<file path="src/rtl/dpram_read_streamer.sv">
// Read-side sequencer for the 1024x64 dual-port RAM: reads a block of
// consecutive words (wrapping at the top of memory) and streams them out
// through a 2-entry skid FIFO with valid/ready handshaking.
module dpram_read_streamer #(
  parameter int unsigned AWIDTH    = 10,
  parameter int unsigned NUM_WORDS = 1024,
  parameter int unsigned DWIDTH    = 64
) (
  input  logic              clk,
  input  logic              reset,
  input  logic              start,
  input  logic [AWIDTH-1:0] base_addr,
  input  logic [AWIDTH:0]   length,
  output logic              busy,
  output logic              done,
  output logic [AWIDTH-1:0] ram_address,
  output logic              ram_wren,
  input  logic [DWIDTH-1:0] ram_rdata,
  output logic [DWIDTH-1:0] out_data,
  output logic              out_valid,
  input  logic              out_ready
);

  localparam int unsigned CW = AWIDTH + 1;

  typedef enum logic [1:0] {IDLE, RUN, DRAIN} state_t;

  state_t              state;
  state_t              state_next;
  logic [AWIDTH:0]     remaining;
  logic                in_flight;
  logic [1:0]          count;
  logic [DWIDTH-1:0]   tail;
  logic                pop;
  logic                push;
  logic [2:0]          count_after_pop;
  logic [2:0]          count_next;
  logic                credit;
  logic                issue;
  logic                load;
  logic                busy_next;
  logic                done_next;

  // The other RAM port belongs to the writer; this port only reads.
  assign ram_wren = 1'b0;

  // FIFO bookkeeping; the credit counts the pop happening this cycle.
  always_comb begin
    pop             = out_valid & out_ready;
    push            = in_flight;
    count_after_pop = {1'b0, count} - 3'(pop);
    count_next      = count_after_pop + 3'(push);
    credit          = (count_after_pop + 3'(in_flight)) < 3'd2;
  end

  // State register.
  always_ff @(posedge clk or posedge reset) begin
    if (reset) state <= IDLE;
    else       state <= state_next;
  end

  // Next-state and control decode.
  always_comb begin
    state_next = state;
    issue      = 1'b0;
    load       = 1'b0;
    busy_next  = busy;
    done_next  = 1'b0;
    case (state)
      IDLE: begin
        if (start) begin
          if (length != '0) begin
            state_next = RUN;
            load       = 1'b1;
            busy_next  = 1'b1;
          end else begin
            done_next  = 1'b1;
          end
        end
      end
      RUN: begin
        if (credit) begin
          issue = 1'b1;
          if (remaining == CW'(1)) state_next = DRAIN;
        end
      end
      DRAIN: begin
        if (!in_flight && count_next == 3'd0) begin
          done_next  = 1'b1;
          busy_next  = 1'b0;
          state_next = IDLE;
        end
      end
      default: state_next = IDLE;
    endcase
  end

  // Address/length counters, status flags and read-return tracking.
  always_ff @(posedge clk or posedge reset) begin
    if (reset) begin
      ram_address <= '0;
      remaining   <= '0;
      in_flight   <= 1'b0;
      busy        <= 1'b0;
      done        <= 1'b0;
    end else begin
      busy      <= busy_next;
      done      <= done_next;
      in_flight <= issue;
      if (load) begin
        ram_address <= base_addr;
        remaining   <= length;
      end else if (issue) begin
        ram_address <= (ram_address == AWIDTH'(NUM_WORDS - 1)) ? '0 : ram_address + AWIDTH'(1);
        remaining   <= remaining - CW'(1);
      end
    end
  end

  // Two-entry skid FIFO; out_data is the head entry.
  always_ff @(posedge clk or posedge reset) begin
    if (reset) begin
      count     <= '0;
      out_valid <= 1'b0;
      out_data  <= '0;
      tail      <= '0;
    end else begin
      count     <= 2'(count_next);
      out_valid <= (count_next != 3'd0);
      case (count)
        2'd0: if (push) out_data <= ram_rdata;
        2'd1: begin
          if (push && pop) out_data <= ram_rdata;
          else if (push)   tail     <= ram_rdata;
        end
        2'd2: begin
          if (pop) begin
            out_data <= tail;
            if (push) tail <= ram_rdata;
          end
        end
        default: ;
      endcase
    end
  end

endmodule
</file>
<file path="config.mk">
export PLATFORM = sky130hd
export DESIGN_NAME = dpram_read_streamer
export DESIGN_NICKNAME = d
export VERILOG_FILES = /design/src/rtl/dpram_read_streamer.sv
export SDC_FILE = /design/constraint.sdc
export NUM_CORES = 1
export LEC_CHECK = 0
export ABC_AREA = 1
export CORE_AREA = 2 2 130 132
export DETAILED_ROUTE_END_ITERATION = 8
export DIE_AREA = 0 0 132 134
export GPL_TIMING_DRIVEN = 0
export PLACE_DENSITY = 0.86
export SYNTH_ARGS = -nofsm -noshare
export SYNTH_HDL_FRONTEND = slang
export SYNTH_SLANG_ARGS = --single-unit
</file>
<file path="constraint.sdc">
create_clock -name clk -period 5 [get_ports clk]
set_input_delay 0.75 -clock clk [delete_from_list [all_inputs] [get_ports clk]]
set_output_delay 0.75 -clock clk [all_outputs]
set_load 0.02 [all_outputs]
</file>
After elaboration in Yosys (flattened, before gate mapping)
Index checks and enable logic that the tools add are counted.
W data, S select, Z words.
{"block": "totals", "elab_cells": 79, "out_inout_bits": 78, "register_bits": 157, "inputBits": 89}
{"block": "classes", "n_lt_le_gt_ge": 1, "bitwise": 1, "addsub": 4, "muxes": 32, "reduce_logical": 16, "eq_ne": 15}
{"cell": "$mux W64", "n": 6}
{"cell": "$pmux W64 S3", "n": 1}
{"cell": "$pmux W64 S2", "n": 1}
{"cell": "$mux W10", "n": 3}
{"cell": "$mux W11", "n": 2}
{"cell": "$ne A2 B2 Y1 const B", "n": 9}
{"cell": "$eq A11 B1 Y1 const B", "n": 1}
{"cell": "$mux W1", "n": 11}
{"cell": "$reduce_bool A11 Y1", "n": 1}
{"cell": "$sub A11 B1 Y11 const B", "n": 1}
{"cell": "$add A10 B1 Y10 const B", "n": 1}
{"cell": "$eq A10 B10 Y1 const B", "n": 1}
{"cell": "$mux W2", "n": 5}
{"cell": "$reduce_and A4 Y1", "n": 2}
{"cell": "$pmux W2 S3", "n": 1}
{"cell": "$reduce_bool A2 Y1", "n": 3}
{"cell": "$reduce_bool A3 Y1", "n": 2}
{"cell": "$reduce_and A5 Y1", "n": 1}
{"cell": "$eq A2 B1 Y1 const B", "n": 2}
{"cell": "$eq A2 B2 Y1 const B", "n": 2}
{"cell": "$logic_not A2 Y1", "n": 2}
{"cell": "$pmux W1 S2", "n": 2}
{"cell": "$add A3 B1 Y3", "n": 1}
{"cell": "$logic_not A3 Y1", "n": 1}
{"cell": "other kinds (6)", "n": 7}

Longest topological paths before layout
{"block": "logic_depth", "ltp_word": 8, "depth_mapped": 15, "mapped_depth_nobuf": 14}

Least setup slack after synthesis
OpenSTA, ideal clock, no wires.
{"block": "synth_timing", "path_kind": "input port to flip-flop", "start": "input out_ready", "end": "register remaining[1]", "arrival_time_ps": 2493, "required_time_ps": 4932, "slack_ps": 2438, "path_buffers": 1, "path_stages": 12, "setup_time_ps": 68, "cell_sequence": "nand2_1 or2_2 nand2_1 ha_1 fa_1 inv_1 nand2_1 nor2_2 nand2_1 buf_2 or2_0 nand3_1"}
{"block": "synth_between", "elab_chain_cells": 7}
{"element": "start: declaration", "line": "21", "source": "input logic out_ready"}
{"element": "$and A1 B1 Y1", "line": "49", "source": "pop = out_valid & out_ready;"}
{"element": "$sub A2 B1 Y3", "line": "51", "source": "count_after_pop = {1'b0, count} - 3'(pop);"}
{"element": "$add A3 B1 Y3"}
{"element": "named net count_next[1]", "line": "37", "source": "logic [2:0] count_next;"}
{"element": "$lt A3 B2 Y1", "line": "53", "source": "credit = (count_after_pop + 3'(in_flight)) < 3'd2;"}
{"element": "$mux W1", "line": "82", "source": "if (credit) begin"}
{"element": "$mux W1", "line": "69", "source": "case (state)"}
{"element": "$reduce_bool A2 Y1 (no line)"}
{"element": "end signal: assignment", "line": "112", "source": "remaining <= length;"}
{"element": "end signal: assignment", "line": "115", "source": "remaining <= remaining - CW'(1);"}
{"element": "end: declaration", "line": "30", "source": "logic [AWIDTH:0] remaining;"}
The timed path passes the listed nets, and every way through them passes these cells.
A chain may end at the register's enable or synchronous reset.

Final worst setup path
{"block": "layout_timing", "start": "input out_ready", "end": "register ram_address[5]"}
{"block": "layout_between", "elab_chain_cells": 7}
{"element": "$and A1 B1 Y1", "line": "49"}
{"element": "$sub A2 B1 Y3", "line": "51"}
{"element": "$add A3 B1 Y3"}
{"element": "named net count_next[1]", "line": "37"}
{"element": "$lt A3 B2 Y1", "line": "53"}
{"element": "$mux W1", "line": "82"}
{"element": "$mux W1", "line": "69"}
{"element": "$reduce_bool A2 Y1 (no line)"}
{"element": "end signal: assignment", "line": "111", "source": "ram_address <= base_addr;"}
{"element": "end signal: assignment", "line": "114", "source": "ram_address <= (ram_address == AWIDTH'(NUM_WORDS - 1)) ? '0 : ram_address + AWIDTH'(1);"}
{"element": "end: declaration", "line": "16", "source": "output logic [AWIDTH-1:0] ram_address,"}
The timed path passes the listed nets, and every way through them passes these cells.

==> flow_summary.ini <==
[status]
outcome = finished clean

[route]
dr.pass1.iters = 5
drc_errors = 0
vias = 6870
drt_iter0_drc = 468
antenna_left = 0
wl_per_cell_um = 14.87
wl_um = 19680
vias_per_cell = 5.193

[setup_path]
ff2ff_setup_slack_ps = 2510
critPathLaunchType = input port
reg2reg_from = out_valid
reg2regPathDepth = 14
setup.worst_path.class = in -> reg
path_max_fanout = 10
cp.arrival_ps = 3250
required_ps = 5320
rr_endpoint = ram_address[5]
crit_path_end_kind = register

[power]
p_leak_nw = 4.671
p_switching_mw = 2.909
p_clk_frac = 0.183
comb_power_share = 0.489
ir_drop_mv = 0.3499
power_density_nw_per_um2 = 694.5
swShare = 0.4237
pwr-share-seq = 0.328
internal_power_mw = 3.956

[global_route]
track_usage = 0.2247
grt-ovfl-total = 0
grt_pass1_wl_um = 31610
antenna_found_initial = 0
grt_max_degree = 96
grt_pass1_vias = 6436

[cts]
htree_levels = 4
cts_setup_buffers = 0
clk_latency_ps = 430
cts_buffers = 17
cts_tree = built
ctsHoldBuffers = 0
cts.path.max_buffers = 2
cts.sinks = 157
path_clk_slew_ps = 70
post_cts_resized = 0
clock-root-buffer = clkbuf_16

[yosys]
synth.top_cell.area_share = 0.5344
yosysSeqAreaShare = 0.5344
synth-seq-cells = 157
yosys.cell_types.count = 32
async_reset_ff_frac = 1.000
synth_common_cells = 344 x nand2_1, 157 x dfrtp_1, 114 x nand3_1, 95 x nor2_1, 64 x a31oi_1
ys.flop_type = dfrtp_1
yosysMostFrequentCell = nand2_1
yosys.area.top_type = dfrtp_1
yosysWarningCount = 0
syn_avg_cell_area_um2 = 8.124
netlist_area_um2 = 7352
netlist_instances = 905
synth_edf_count = 0
synth.area.top_cells = dfrtp_1 53%, nand2_1 18%, nand3_1 7.8%
syn_nets = 999

[run]
maxCapViolations = 0

[die]
core_um2 = 16290
die_h_um = 134
initial_core_util = 0.4513
die_area_um2 = 17690
die_width_um = 132
fp-row-count = 47
io_pins = 167

[timing]
fmax_ghz = 0.3422
slew_violations = 0
min_period_ps = 2922
rsz0062_at_grt = false
final_hold_viol_count = 0
hold_slack_ps = 470.9
worst_slew_pin_slew_ps = 601.1
skew_ps = 8.346
setup_viol = 0
fin_ws_ps = 2078
slew_headroom = 0.5993
fin_crit_sh = 0.5845

[worst_hold_path]
min_path_type = reg -> reg
hp-start = tail[14]
holdPathStages = 2
hold-path-endpoint = tail[14]

[placement]
place.gp.congestion = 0.8799
dpl_worst_slack_ps = 1675
dp_hpwl_um = 14150
portBuffers = 165

[finish]
antenna_cells = 0
final_nets = 1184
synthToLayoutAreaGrowth_pct = 34.45
drive_gt1_frac = 0.07888
fin_util = 0.6068
==> worst max-delay path, cell delays in order <==
cell and delay (ps):
clkdlybuf4s50_1 500, nand2_1 80, or2_2 300, nand2_1 70, ha_1 160, fa_1 440, inv_1 80, nand2_1 100
nor2_2 190, nand2_1 90, buf_2 210, nand2_1 110, nand2_1 60, nand2_1 60, nand2_1 50
==> cell usage in the layout (no fill, tap or decap), drive strengths merged <==
| cell | n |
|---|---|
| nand3b | 3 |
| xor2 | 4 |
| fa | 1 |
| nand3 | 115 |
| o31ai | 1 |
| ha | 4 |
| nor3 | 2 |
| clkdlybuf4s50 | 165 |
| conb | 1 |
| nor2 | 97 |
| a31oi | 64 |
| clkbuf | 31 |
| or2 | 3 |
| bufinv | 1 |
| nand2 | 345 |
| a21oi | 1 |
| clkinvlp | 2 |
| and2 | 1 |
| xnor2 | 1 |
| clkinv | 7 |
| dfrtp | 157 |
| nand4 | 4 |
| o21ai | 11 |
| inv | 38 |
| buf | 44 |
==> routing by layer <==
| layer | share of wire | global-route usage |
|---|---|---|
| met2 | 0.50 | 0.3799 |
| met3 | 0.077 | 0.05631 |
| met1 | 0.41 | 0.2806 |
| met4 | 0.018 | 0.08273 |
| met5 | 0 | 0 |
==> logic make-up after synthesis <==
logic type	after synthesis	share of synthesized area
and+or+nand+nor	570	0.3191
DFF	157	0.5344
buffers and inverters	90	0.06637
AOI/OAI and AO/OA	77	0.06416
xor gates and xnor gates	5	0.005956
adders and majority gates	5	0.009531
other	1	0.0005101
==> worst max-delay path by stage <==
stage | start | endpoint | slack, ps | depth (start not counted)
2_1_floorplan | reset | busy | 20 | 1
3_3_place_gp | reset | out_data[26] | -2010 | 2
3_5_place_dp | out_ready | ram_address[5] | 1680 | 15
4_1_cts | out_ready | ram_address[5] | 2120 | 15
5_1_grt | out_ready | remaining[0] | 1910 | 16
6_report | out_ready | ram_address[5] | 2080 | 15
==> power groups by stage <==
stage / registers, mW / clock network, mW / logic, mW
2_1_floorplan: 2.57 / 0 / 1.76
6_report: 2.25 / 1.26 / 3.36
5_1_grt: 2.32 / 1.31 / 3.69
3_3_place_gp: 2.24 / 0 / 3.24
3_5_place_dp: 2.26 / 0 / 3.35
4_1_cts: 2.25 / 1.27 / 3.36
==> state kept, by name, indices dropped and copies added (netlist names) <==
signal / flops
in_flight: 1
ram_address: 10
out_valid: 1
remaining: 11
tail: 64
state: 2
out_data: 64
count: 2
done: 1
busy: 1
==> through the flow <==
step / total power, mW / std cells / cell area [um2] / TNS (ps)
finish: 6.864 / 1323 / 9884 / 0
global route: 7.330 / 1323 / 9884 / 0
CTS: 6.877 / 1323 / 9884 / 0
detailed placement: 5.613 / 1291 / 9311 / 0
global placement: 5.484 / 1290 / 9279 / -314500
floorplan: 4.336 / 905 / 7352 / 0
==> area by class of cell <==
class | instances | area (um2)
well taps | 220 | 275.3
inverters | 34 | 132.6
repair buffers | 166 | 1679
clock inverters | 14 | 133.9
multi-input cells | 658 | 2935
flip-flops and latches | 157 | 3929
plain buffers | 56 | 360.3
fillers | 1412 | 6405
clock buffers | 18 | 439.2
Note: power is estimated with default switching activity, not from simulation.
